## config.mk

```make
export PLATFORM = sky130hd
export DESIGN_NAME = shifter_iterative
export DESIGN_NICKNAME = d
export VERILOG_FILES = /design/src/rtl/shifter_iterative_pkg.sv /design/src/rtl/shifter_iterative_one_bit.sv /design/src/rtl/shifter_iterative.sv
export SDC_FILE = /design/constraint.sdc
export NUM_CORES = 1
export LEC_CHECK = 0
export ABC_AREA = 1
export BUFFER_PORTS_ARGS = -buffer_cell sky130_fd_sc_hd__buf_4
export CAP_MARGIN = 20
export CORE_MARGIN = 3
export CORE_UTILIZATION = 40
export DETAILED_ROUTE_END_ITERATION = 6
export HOLD_SLACK_MARGIN = 0.08
export PLACE_DENSITY = 0.63
export SYNTH_ARGS = -nofsm -noshare
export SYNTH_HDL_FRONTEND = slang
export SYNTH_HIERARCHICAL = 1
export SYNTH_SLANG_ARGS = --single-unit
```

## constraint.sdc

```tcl
create_clock -name clk -period 2.4 [get_ports clk]
set_input_delay 0.36 -clock clk [delete_from_list [all_inputs] [get_ports clk]]
set_output_delay 0.36 -clock clk [all_outputs]
set_load 0.02 [all_outputs]
```

## src/rtl/shifter_iterative_pkg.sv

```systemverilog
// Shared encodings for the iterative shifter: shift op codes and controller states.
package shifter_iterative_pkg;

    localparam int WIDTH = 16;
    localparam int CNT_W = 4;

    typedef enum logic [1:0] {
        OP_ROL = 2'b00,
        OP_SLL = 2'b01,
        OP_SRA = 2'b10,
        OP_SRL = 2'b11
    } op_t;

    typedef enum logic [1:0] {
        IDLE  = 2'b00,
        SHIFT = 2'b01,
        DONE  = 2'b10
    } state_t;

endpackage

```

## src/rtl/shifter_iterative_one_bit.sv

```systemverilog
// Single-bit shift stage: moves the operand by one position when Cnt is set,
// passes it through otherwise.
module shifter_one_bit
    import shifter_iterative_pkg::*;
(
    input  logic [WIDTH-1:0] In,
    input  logic             Cnt,
    input  logic [1:0]       Op,
    output logic [WIDTH-1:0] Out
);

    always_comb begin
        Out = In;
        if (Cnt) begin
            case (op_t'(Op))
                OP_ROL:  Out = {In[WIDTH-2:0], In[WIDTH-1]};
                OP_SLL:  Out = {In[WIDTH-2:0], 1'b0};
                OP_SRA:  Out = {In[WIDTH-1], In[WIDTH-1:1]};
                OP_SRL:  Out = {1'b0, In[WIDTH-1:1]};
                default: Out = In;
            endcase
        end
    end

endmodule

```

## src/rtl/shifter_iterative.sv

```systemverilog
// Multi-cycle 16-bit shifter: one single-bit step per clock, Cnt steps total.
//   state | meaning
//   IDLE  | waiting for start; Out holds the last result
//   SHIFT | stepping the data register, counter counts down to zero
//   DONE  | one-cycle result strobe; start here chains the next operation
module shifter_iterative
    import shifter_iterative_pkg::*;
(
    input  logic             clk,
    input  logic             rst,
    input  logic             start,
    input  logic [WIDTH-1:0] In,
    input  logic [CNT_W-1:0] Cnt,
    input  logic [1:0]       Op,
    output logic             busy,
    output logic             done,
    output logic [WIDTH-1:0] Out
);

    state_t           state, state_d;
    logic [WIDTH-1:0] data_q, data_d, step_data;
    logic [CNT_W-1:0] cnt_q, cnt_d;
    logic [1:0]       op_q, op_d;

    shifter_one_bit u_step (
        .In  (data_q),
        .Cnt (1'b1),
        .Op  (op_q),
        .Out (step_data)
    );

    always_ff @(posedge clk or posedge rst) begin
        if (rst) begin
            state  <= IDLE;
            data_q <= '0;
            cnt_q  <= '0;
            op_q   <= OP_ROL;
        end else begin
            state  <= state_d;
            data_q <= data_d;
            cnt_q  <= cnt_d;
            op_q   <= op_d;
        end
    end

    always_comb begin
        state_d = state;
        data_d  = data_q;
        cnt_d   = cnt_q;
        op_d    = op_q;
        case (state)
            IDLE, DONE: begin
                if (start) begin
                    data_d  = In;
                    cnt_d   = Cnt;
                    op_d    = Op;
                    state_d = (Cnt != '0) ? SHIFT : DONE;
                end else begin
                    state_d = IDLE;
                end
            end
            SHIFT: begin
                data_d = step_data;
                cnt_d  = cnt_q - 1'b1;
                // Last step is the one taken with the counter still at 1.
                if (cnt_q == 4'd1)
                    state_d = DONE;
            end
            default: state_d = IDLE;
        endcase
    end

    assign busy = (state == SHIFT);
    assign done = (state == DONE);
    assign Out  = data_q;

endmodule
```

# Yosys cells after proc, flatten, opt, wreduce, memory -nomap -nowiden
# Index checks and enable logic that the tools add are counted.
op_classes:
  n_addsub: 1
  multipliers: 0
  n_lt_le_gt_ge: 0
  n_div: 0
  shift: 0
  n_eq_ne: 9
  bitwise_logic: 0
  muxes: 9
  reduce_logical: 8
op_table:
  columns: ["op", "count"]
  rows:
  - ["16-bit one-hot mux with 4 select lines", 1]
  - ["16-bit one-hot mux with 2 select lines", 1]
  - ["16-bit 2-to-1 mux", 1]
  - ["4-bit one-hot mux with 2 select lines", 1]
  - ["2-bit == test (second input constant)", 3]
  - ["2-bit 2-to-1 mux", 3]
  - ["2-bit by 1-bit == test with 1-bit output (second input constant)", 2]
  - ["4-bit by 1-bit == test with 1-bit output (second input constant)", 1]
  - ["2-bit logical NOT", 2]
  - ["4-bit 2-to-1 mux", 1]
  - ["2-bit != test (second input constant)", 2]
  - ["2-bit one-hot mux with 2 select lines", 1]
  - ["2-bit AND reduction", 2]
  - ["4-bit nonzero test", 1]
  - ["4-bit by 1-bit subtractor with 4-bit output (second input constant)", 1]
  - ["3-bit AND reduction", 1]
  - ["2-bit by 1-bit != test with 1-bit output (second input constant)", 1]
  - ["2-bit nonzero test", 1]
  - ["2-bit OR reduction", 1]
totals:
  regBits: 24
  mem_bits_ro: 0
  memories: 0
  output_inout_bits: 18
  latch_bits: 0
  elab_cells: 32
  mem_bits_rw: 0

# Depth between registers and ports, before layout
# Gate-level depths: netlist of the first run.
logic_depth:
  word_depth: 4
  ltp_mapped: 8

# Modules after synthesis
# Netlist of the first run, hierarchy kept.
modules_own_cells:
  columns: ["mod", "area_each_um2", "cells_each", "instances"]
  rows:
  - ["shifter_iterative", 1247.4, 164, 1]
  - ["shifter_one_bit", 430.4, 90, 1]

# Worst setup path before layout of the first run
# Ideal clock, no wire load.
synth_timing:
  path_kind: "register to register"
  startpoint: "register state[0]"
  endpoint: "register state[1]"
  required_ps: 2284
  stages_incl_launch_ff: 6
  setup_slack_ps: 1193
  path_buffers: 0
  setup_ps: 116
  synth_period_minus_slack_ps: 1207
  arrival_ps: 1091
  path_cell_list: "dfrtp_1 > inv_2 > nor2_1 > o21ai_0 > nand2_1 > nor2_1"
synth_between:
  word_cells_on_any_way: 6
synth_lines:
  columns: ["item", "line", "rtl"]
  rows:
  - ["start, declared", "shifter_iterative.sv:20", "state_t state, state_d;"]
  - ["start signal, assigned", "shifter_iterative.sv:39", "state <= state_d;"]
  - ["2-bit by 1-bit == test with 1-bit output (*)", null, null]
  - ["named net busy", "shifter_iterative.sv:15", "output logic busy,"]
  - ["2-bit one-hot mux with 2 select lines or 2-bit by 1-bit != test with 1-bit output (tied branches)", null, null]
# The timed path passes the listed nets; every way through them passes the cells marked *.
# A chain may end at the register's enable or synchronous reset.

# Worst setup path in the final report of the first run
layout_timing:
  startpoint: "register state[0]"
  endpoint: "register cnt_q[1]"
layout_between:
  elab_chain_cells: 4
  word_cells_on_any_way: 8
layout_rtl:
  columns: ["item", "line", "rtl"]
  rows:
  - ["2-bit == test or 2-bit logical NOT (tied branches)", "shifter_iterative.sv:51", "case (state)"]
  - ["2-bit OR reduction", "shifter_iterative.sv:51", null]
  - ["2-bit != test (no line) or 2-bit nonzero test (tied branches)", null, null]
  - ["2-bit AND reduction (no line)", null, null]
  - ["end signal, assigned", "shifter_iterative.sv:41", "cnt_q <= cnt_d;"]
  - ["end, declared", "shifter_iterative.sv:22", "logic [CNT_W-1:0] cnt_q, cnt_d;"]
# Several ways; a longest one is shown, not always the timed one.

==> impl_metrics.py, run 1 <==
metrics = {
    "global_route": {
        "grt_pass1_vias": 1518,
        "grt_pass1_wl_mm": 6.77,
        "grt_max_degree": 25,
        "grt_usage_pct": 16.2,
        "antenna_found_initial": 0,
        "overflow": 0,
    },
    "synth": {
        "yosysSeqAreaShare_pct": 35.8,
        "synthCells": 254,
        "synth_top_cell_by_area": "dfrtp_1",
        "ys_ff_latch": 24,
        "ys_types": 22,
        "synth_top_area_share_pct": 35.8,
        "netlist_area_um2": 1680,
        "yosysWarnings": 6,
        "avgSynthCellArea_um2": 6.61,
        "yosys-top-cells-area": "dfrtp_1 36%, nand2_1 19%, o21ai_0 10%",
    },
    "layout": {
        "final_cell_mix": "87 x nand2_1, 43 x buf_4, 36 x inv_1, 34 x o21ai_0, 24 x dfrtp_1",
        "area_growth_syn_to_layout_pct": 18.1,
        "nNetsFinal": 318,
        "drive_gt1_share_pct": 19.0,
        "diodes": 0,
        "nFillCells": 421,
        "final_common_cell": "nand2_1",
    },
    "critical_path": {
        "cp.required_ns": 2.58,
        "crit_arrival_ns": 1.67,
        "end_kind": "flop",
        "r2r_start": "state[0]$_DFFE_PP0P_",
        "worstPathMaxFanout": 22,
        "startpoint": "state[0]$_DFFE_PP0P_",
        "crit_path_start_kind": "flop",
        "crit_type": "flop to flop",
    },
    "hold_path": {
        "hold_class": "input pin to asynchronous set/reset pin",
    },
    "status": {
        "outcome": "finished clean",
    },
    "timing": {
        "drv_slew": 0,
        "hold_viol": 0,
        "fin_crit_sh_pct": 62.3,
        "tightest_slew_ns": 0.659,
        "setup_viol": 0,
        "timing.final.crit_period_ns": 1.49,
        "rsz0062_at_grt": "false",
        "setup_tns_ns": 0,
        "relSlewSlack_pct": 55.9,
        "max_clock_freq_mhz": 669,
        "skew_ns": 0.00330,
    },
    "placed_design": {
        "gp_congestion": 0.816,
        "dp_hpwl_mm": 2.76,
        "port_buffers": 42,
    },
    "pwr": {
        "finalPower_mw": 2.60,
        "p_leak_nw": 1.12,
        "ir_drop_v": 0.000640,
        "power_per_cell_area_nw_per_um2": 1310,
    },
    "cts": {
        "clkTransAtPathRegs_ns": 0.08,
        "clock_path_buffers": 2,
        "cts.sinks": 24,
        "insertion_delay_ns": 0.27,
        "root_buffer": "clkbuf_8",
        "post_cts_resized": 0,
        "cts_made_buffers": 3,
        "htreeDepth": 1,
        "cts_hold_buf": 0,
        "post_cts_buffers": 0,
        "cts_tree": "built",
    },
    "floorplan": {
        "coreArea_um2": 3850,
        "die_w_um": 70.8,
        "io_pins": 43,
        "die_h_um": 70.8,
        "die_area_um2": 5010,
        "initial_core_util_pct": 43.5,
        "num_rows": 22,
    },
    "detailed_routing": {
        "dr.first_iter.drc_count": 59,
        "wl_per_cell_um": 11.7,
        "num_vias": 1660,
        "routed_wl_mm": 3.94,
        "ant_nets": 0,
        "viasPerCell": 4.93,
        "first_pass_iters": 4,
        "drcViolationCount": 0,
    },
    "job": {
        "cap_violations": 0,
    },
}
[cell families (layout without fill, tap and decap cells)]
group	count (synthesis)	after routing	synth area share [%]
buffers and inverters	53	86	17.0
AO/OA/AOI/OAI	54	54	16.6
adder cells (fa/ha/maj)	2	2	1.49
other	1	3	0.223
AND/OR/NAND/NOR	120	120	28.9
flip-flops	24	24	35.8
[per-stage QoR]
step                      setup WS [ns]  area, um2  cells  utilization, %  hold slack, ns
after floorplan                    1.19       1690    256               -           0.375
after global placement            0.920       1940    334            50.4           0.436
after detailed placement          0.881       1940    334            50.4           0.435
after CTS                         0.859       1980    337            51.4           0.145
after global routing              0.750       1980    337            51.4           0.173
final                             0.906       1980    337            51.4           0.139
[path summary, 6_finish.rpt]
check / endpoint / slack (ns) / cells past startpoint
max: cnt_q[1]$_DFFE_PP0P_ / 0.91 / 5
min: Out[14]$_DFFE_PP0P_ / 0.14 / 3
max reg2reg: cnt_q[1]$_DFFE_PP0P_ / 0.91 / 5
min reg2reg: Out[3]$_DFFE_PP0P_ / 0.51 / 2
max in group asynchronous: Out[1]$_DFFE_PP0P_ / 2.02 / 3
min in group clk: op_q[0]$_DFFE_PP0P_ / 0.28 / 3
[cell usage after synthesis]
master,number
conb_1,1
o21ai_2,1
inv_2,2
nor2_1,14
buf_8,1
o21ai_0,34
o21ai_1,14
o211ai_1,2
a21oi_1,3
ha_1,2
dfrtp_1,24
clkbuf_2,1
buf_2,3
inv_1,36
nand2_1,87
nand3_1,15
nand2_2,3
inv_6,1
nand2_4,1
buf_6,7
clkbuf_8,1
inv_4,1
[power breakdown]
group / internal, mW / switching, mW / total, mW / leakage [nW]
Clock: 0.112 / 0.125 / 0.237 / 0.0216
Sequential: 0.613 / 0.220 / 0.833 / 0.292
Combinational: 0.580 / 0.952 / 1.53 / 0.810
[worst max-delay path, stage by stage (launching register included)]
cell,delay [ns]
dfrtp_1,0.41
nand2_1,0.51
nand2_2,0.13
inv_4,0.21
nand2_1,0.07
o211ai_1,0.08
[per-layer routing]
metal  vias up  GRT usage (%)  part of all wire, %
met5         -              0                    0
met4         0           3.76                 0.74
met3         2           3.84                  6.3
met2        45           26.0                   45
met1       753           22.1                   48
li1        860              -                    -
[state kept, by name, indices dropped and copies added, names as in the netlist]
register,cells
Out,16
op_q,2
state,2
cnt_q,4
[layout make-up]
cell class | count | area, um2 | area share, %
timing repair buffer | 43 | 323 | 16.3
multi-input combinational | 179 | 800 | 40.3
sequential | 24 | 601 | 30.3
clock buffer | 3 | 41.3 | 2.08
inverter | 40 | 158 | 7.95
tap | 48 | 60.1 | 3.03
No activity file was read; power rests on OpenSTA's default activity.
==> run 2, diff against run 1 <==
==> constraint.sdc (replaced) <==
create_clock -name clk -period 1.5 [get_ports clk]
set_input_delay 0.225 -clock clk [delete_from_list [all_inputs] [get_ports clk]]
set_output_delay 0.225 -clock clk [all_outputs]
set_load 0.02 [all_outputs]
==> run 2 against run 1 <==
  * Worst setup slack worse by 0.75 ns
  * Highest routed layer unchanged
  * Via count shrank 3.1%
  * Sequential power rose by 61%
  * Non-clock buffer count grew 4
==> impl_metrics.py, run 2 (synthesis results as in run 1) <==
metrics = {
    "timing": {
        "setup_viol": 0,
        "setup_tns_ns": 0,
        "drv_slew": 0,
        "timing.final.crit_period_ns": 1.35,
        "max_clock_freq_mhz": 743,
        "skew_ns": 0.00183,
        "rsz0062_at_grt": "false",
        "hold_viol": 0,
        "fin_crit_sh_pct": 89.8,
    },
    "cts": {
        "cts.sinks": 24,
        "clkTransAtPathRegs_ns": 0.08,
        "clock_path_buffers": 2,
        "root_buffer": "clkbuf_8",
        "htreeDepth": 1,
        "cts_tree": "built",
        "post_cts_buffers": 0,
        "insertion_delay_ns": 0.26,
        "cts_made_buffers": 3,
    },
    "critical_path": {
        "crit_buf_inv": 2,
        "end_kind": "primary output",
        "crit_type": "flop to primary output",
        "startpoint": "state[0]$_DFFE_PP0P_",
        "reg2reg_to": "cnt_q[3]$_DFFE_PP0P_",
        "reg2reg_depth": 7,
        "rrSetupSlack_ns": 0.21,
        "crit_family": "flip-flops",
        "worstPathMaxFanout": 4,
        "slowest_stage": "dfrtp_1",
        "r2r_start": "state[0]$_DFFE_PP0P_",
        "slowest_delay_ns": 0.39,
        "crit_arrival_ns": 1.12,
        "crit_cells": 3,
        "cp.required_ns": 1.27,
        "crit_path_cell_trace": "inv_2 -> nor2_1 -> buf_4",
        "crit_end": "busy",
        "crit_path_start_kind": "flop",
    },
    "floorplan": {
        "die_w_um": 70.8,
        "io_pins": 43,
        "die_area_um2": 5010,
        "die_h_um": 70.8,
        "num_rows": 22,
        "coreArea_um2": 3850,
        "initial_core_util_pct": 43.5,
    },
    "layout": {
        "stdcell_area_um2": 2030,
        "final_cell_mix": "87 x nand2_1, 46 x buf_4, 36 x inv_1, 34 x o21ai_0, 23 x dfrtp_1",
        "drive_gt1_share_pct": 20.4,
        "area_growth_syn_to_layout_pct": 21.0,
        "largest_reg_flops": 16,
        "final_common_cell": "nand2_1",
        "nNetsFinal": 322,
        "diodes": 0,
    },
    "pwr": {
        "p_leak_nw": 1.15,
        "finalPower_mw": 4.30,
        "ir_drop_v": 0.000959,
        "power_per_cell_area_nw_per_um2": 2120,
    },
    "status": {
        "outcome": "finished clean",
    },
    "global_route": {
        "antenna_found_initial": 0,
        "overflow": 0,
        "grt_usage_pct": 16.1,
        "grt_pass1_wl_mm": 6.77,
        "grt_max_degree": 25,
        "grt_pass1_vias": 1480,
    },
    "hold_path": {
        "hold_class": "input pin to flop",
        "min_from": "Op[1]",
    },
    "detailed_routing": {
        "wl_per_cell_um": 11.4,
        "ant_nets": 0,
        "routed_wl_mm": 3.88,
        "num_vias": 1608,
        "viasPerCell": 4.70,
        "dr.first_iter.drc_count": 77,
        "first_pass_iters": 4,
        "drcViolationCount": 0,
    },
    "placed_design": {
        "dp_hpwl_mm": 2.81,
        "port_buffers": 42,
        "placed_area_um2": 1960,
        "gp_congestion": 0.832,
    },
    "job": {
        "cap_violations": 0,
    },
}
-- run 2: cell count changes in the layout (fill, tap and decap cells not counted) --
cell | before | now
dfrtp_2 | 0 | 1
dfrtp_1 | 24 | 23
clkbuf_8 | 3 | 4
buf_4 | 43 | 46
dlygate4sd3_1 | 0 | 1
-- run 2: layout make-up --
type | instances | area, um2
Timing Repair Buffer | 47 | 355
Clock buffer | 4 | 55.1
Sequential cell | 24 | 602
Multi-Input combinational cell | 179 | 800
Fill cell | 399 | 1820
Tap cell | 48 | 60.1
Inverter | 40 | 158
-- run 2: worst min path at each step --
stage | slack (ns) | to | cells past startpoint
2_1_floorplan | 0.24 | Out[0]$_DFFE_PP0P_ | 1
3_3_place_gp | 0.30 | Out[14]$_DFFE_PP0P_ | 3
3_5_place_dp | 0.30 | Out[14]$_DFFE_PP0P_ | 3
4_1_cts | 0.15 | op_q[1]$_DFFE_PP0P_ | 3
5_1_grt | 0.15 | op_q[0]$_DFFE_PP0P_ | 3
6_report | 0.15 | op_q[1]$_DFFE_PP0P_ | 3
-- run 2: tightest hold or removal path, stage by stage --
cell and delay [ns]:
buf_4 0.07, nand2_1 0.04, nand2_1 0.04
-- run 2: routing by layer --
metal | wire, um | share of wire [%] | global-route usage [%] | up-vias
met1 | 1950 | 50 | 23.9 | 705
met5 | 0 | 0 | 0 | -
li1 | - | - | - | 864
met4 | 22 | 0.57 | 3.13 | 0
met2 | 1690 | 43 | 24.8 | 37
met3 | 226 | 5.8 | 2.56 | 2
-- run 2: metrics by stage --
| stage | util, % | setup slack, ns | hold WS, ns | std cells |
|---|---|---|---|---|
| after floorplan | - | 0.293 | 0.240 | 256 |
| after global placement | 50.9 | 0.107 | 0.302 | 337 |
| after detailed placement | 50.9 | 0.0734 | 0.299 | 337 |
| after CTS | 52.6 | 0.0589 | 0.145 | 342 |
| after global routing | 52.7 | 0.0568 | 0.150 | 342 |
| final | 52.7 | 0.153 | 0.152 | 342 |
-- run 2: power by group --
group	leakage (nW)	internal [mW]	switching, mW
clock	0.0288	0.234	0.208
sequential	0.290	0.983	0.355
combinational	0.828	0.976	1.54
total	1.15	2.19	2.11
-- run 2: timing repair --
item                                    CTS  global route
endpoints found under the hold margin    24             0
hold buffers                              1             0
endpoints found under the setup margin    0            14
resized for setup                         0             1
==> run 3, diff against run 2 <==
--- a/config.mk
+++ b/config.mk
@@ -11,6 +11,7 @@
 export CORE_MARGIN = 3
 export CORE_UTILIZATION = 40
 export DETAILED_ROUTE_END_ITERATION = 6
+export GPL_TIMING_DRIVEN = 0
 export HOLD_SLACK_MARGIN = 0.08
 export PLACE_DENSITY = 0.63
 export SYNTH_ARGS = -nofsm -noshare
==> run 3 against run 2 <==
  * Via count is 2.8% higher
  * Utilization is 1.9 points higher
  * Sequential share of layout area down 1.1 points
  * Maximum frequency is 1.5% lower
==> impl_metrics.py, run 3 (synthesis results as in run 1) <==
metrics = {
    "placed_design": {
        "dp_hpwl_mm": 3.06,
        "port_buffers": 42,
        "gp_congestion": 0.822,
        "post-place-ws_ns": 0.220,
        "placed_area_um2": 2060,
    },
    "timing": {
        "finalWorstSetupSlack_ns": 0.133,
        "setup_tns_ns": 0,
        "fin_crit_sh_pct": 91.1,
        "rsz0062_at_grt": "false",
        "tightest_slew_ns": 0.906,
        "skew_ns": 0.00255,
        "max_clock_freq_mhz": 732,
        "hold_viol": 0,
        "relSlewSlack_pct": 39.6,
        "setup_viol": 0,
        "timing.final.crit_period_ns": 1.37,
        "drv_slew": 0,
    },
    "pwr": {
        "power_frac_seq_pct": 28.6,
        "ir_drop_v": 0.000769,
        "p_sw_mw": 2.14,
        "power.share.clock_pct": 8.6,
        "p_sw_share_pct": 48.5,
        "power.internal_mw": 2.28,
        "power_per_cell_area_nw_per_um2": 2100,
        "p_leak_nw": 1.19,
        "finalPower_mw": 4.42,
        "pwr-share-comb_pct": 62.8,
    },
    "global_route": {
        "grt-busiest-layer": "met2",
        "grtUsageMet1_pct": 24.3,
        "met3_usage_pct": 3.55,
        "overflow": 0,
        "antenna_found_initial": 0,
        "grt_pass1_wl_mm": 7.09,
        "grt.met2_usage_pct": 27.7,
        "grt_usage_pct": 17.1,
        "grt_pass1_vias": 1494,
        "grt_max_degree": 25,
    },
    "detailed_routing": {
        "wl_per_cell_um": 11.7,
        "first_pass_iters": 4,
        "viasPerCell": 4.74,
        "dr.first_iter.drc_count": 94,
        "routed_wl_mm": 4.07,
        "drcViolationCount": 0,
        "ant_nets": 0,
        "num_vias": 1653,
    },
    "cts": {
        "clkTransAtPathRegs_ns": 0.08,
        "cts.sinks": 24,
        "htreeDepth": 1,
        "clock_path_buffers": 2,
        "cts_hold_buf": 0,
        "insertion_delay_ns": 0.26,
        "post_cts_resized": 0,
        "cts_made_buffers": 3,
        "post_cts_buffers": 0,
        "root_buffer": "clkbuf_8",
        "cts_tree": "built",
    },
    "layout": {
        "drive_gt1_share_pct": 22.3,
        "largest_reg_flops": 16,
        "fin_util_pct": 54.5,
        "diodes": 0,
        "final_cell_mix": "87 x nand2_1, 42 x buf_4, 36 x inv_1, 34 x o21ai_0, 24 x dfrtp_1",
        "area_growth_syn_to_layout_pct": 25.3,
        "stdcell_area_um2": 2100,
        "final_common_cell": "nand2_1",
        "nNetsFinal": 330,
    },
    "critical_path": {
        "end_kind": "primary output",
        "crit_path_cell_trace": "inv_2 -> nor2_1 -> buf_4",
        "slowest_delay_ns": 0.39,
        "cp.required_ns": 1.27,
        "crit_type": "flop to primary output",
        "worstPathMaxFanout": 4,
        "crit_path_start_kind": "flop",
        "crit_arrival_ns": 1.14,
        "slowest_stage": "dfrtp_1",
    },
    "floorplan": {
        "die_h_um": 70.8,
        "initial_core_util_pct": 43.5,
        "die_w_um": 70.8,
        "num_rows": 22,
        "io_pins": 43,
        "coreArea_um2": 3850,
        "die_area_um2": 5010,
    },
    "job": {
        "cap_violations": 0,
    },
    "status": {
        "outcome": "finished clean",
    },
    "hold_path": {
        "hold_class": "input pin to flop",
    },
}
[run 3: routing by layer]
metal  wire, um  vias up  share of wire (%)
met5          0        -                  0
li1           -      884                  -
met4         17        0               0.42
met3        262        2                6.4
met1       1900      728                 47
met2       1890       39                 46
[run 3: worst max-delay path, delay by kind of cell (launching register included)]
family                 cells  cell delay, ns
buffers and inverters      2            0.26
and+or+nand+nor            1            0.23
DFF                        1            0.39
[run 3: power groups by stage]
stage | logic, mW | clock network [mW] | registers, mW
floorplan | 1.72 | 0 | 1.48
global placement | 2.77 | 0 | 1.28
detailed placement | 2.79 | 0 | 1.28
CTS | 2.80 | 0.392 | 1.27
global route | 3.17 | 0.423 | 1.32
finish | 2.77 | 0.382 | 1.26
[run 3: area by class of cell]
| class | count | area, um2 |
|---|---|---|
| clock buffers | 3 | 41.3 |
| plain buffers | 13 | 128 |
| repair buffers | 42 | 315 |
| fillers | 420 | 1750 |
| inverters | 40 | 158 |
| multi-input cells | 179 | 800 |
| flip-flops and latches | 24 | 601 |
| well taps | 48 | 60.1 |
[run 3: stage by stage]
stage               std cells  hold WS [ns]
floorplan                 256         0.240
global placement          346         0.419
detailed placement        346         0.424
CTS                       349         0.142
global route              349         0.142
finish                    349         0.147
[run 3: path summary, 6_finish.rpt]
check	startpoint	end	slack, ns	cells after the start
min in group asynchronous	rst	Out[7]$_DFFE_PP0P_	0.16	2
worst min register to register	op_q[1]$_DFFE_PP0P_	op_q[1]$_DFFE_PP0P_	0.51	2
worst max-delay path	state[0]$_DFFE_PP0P_	busy	0.13	3
worst min-delay path	Op[1]	op_q[1]$_DFFE_PP0P_	0.15	3
max in group asynchronous	rst	cnt_q[3]$_DFFE_PP0P_	0.79	2
worst max register to register	op_q[1]$_DFFE_PP0P_	Out[5]$_DFFE_PP0P_	0.22	8
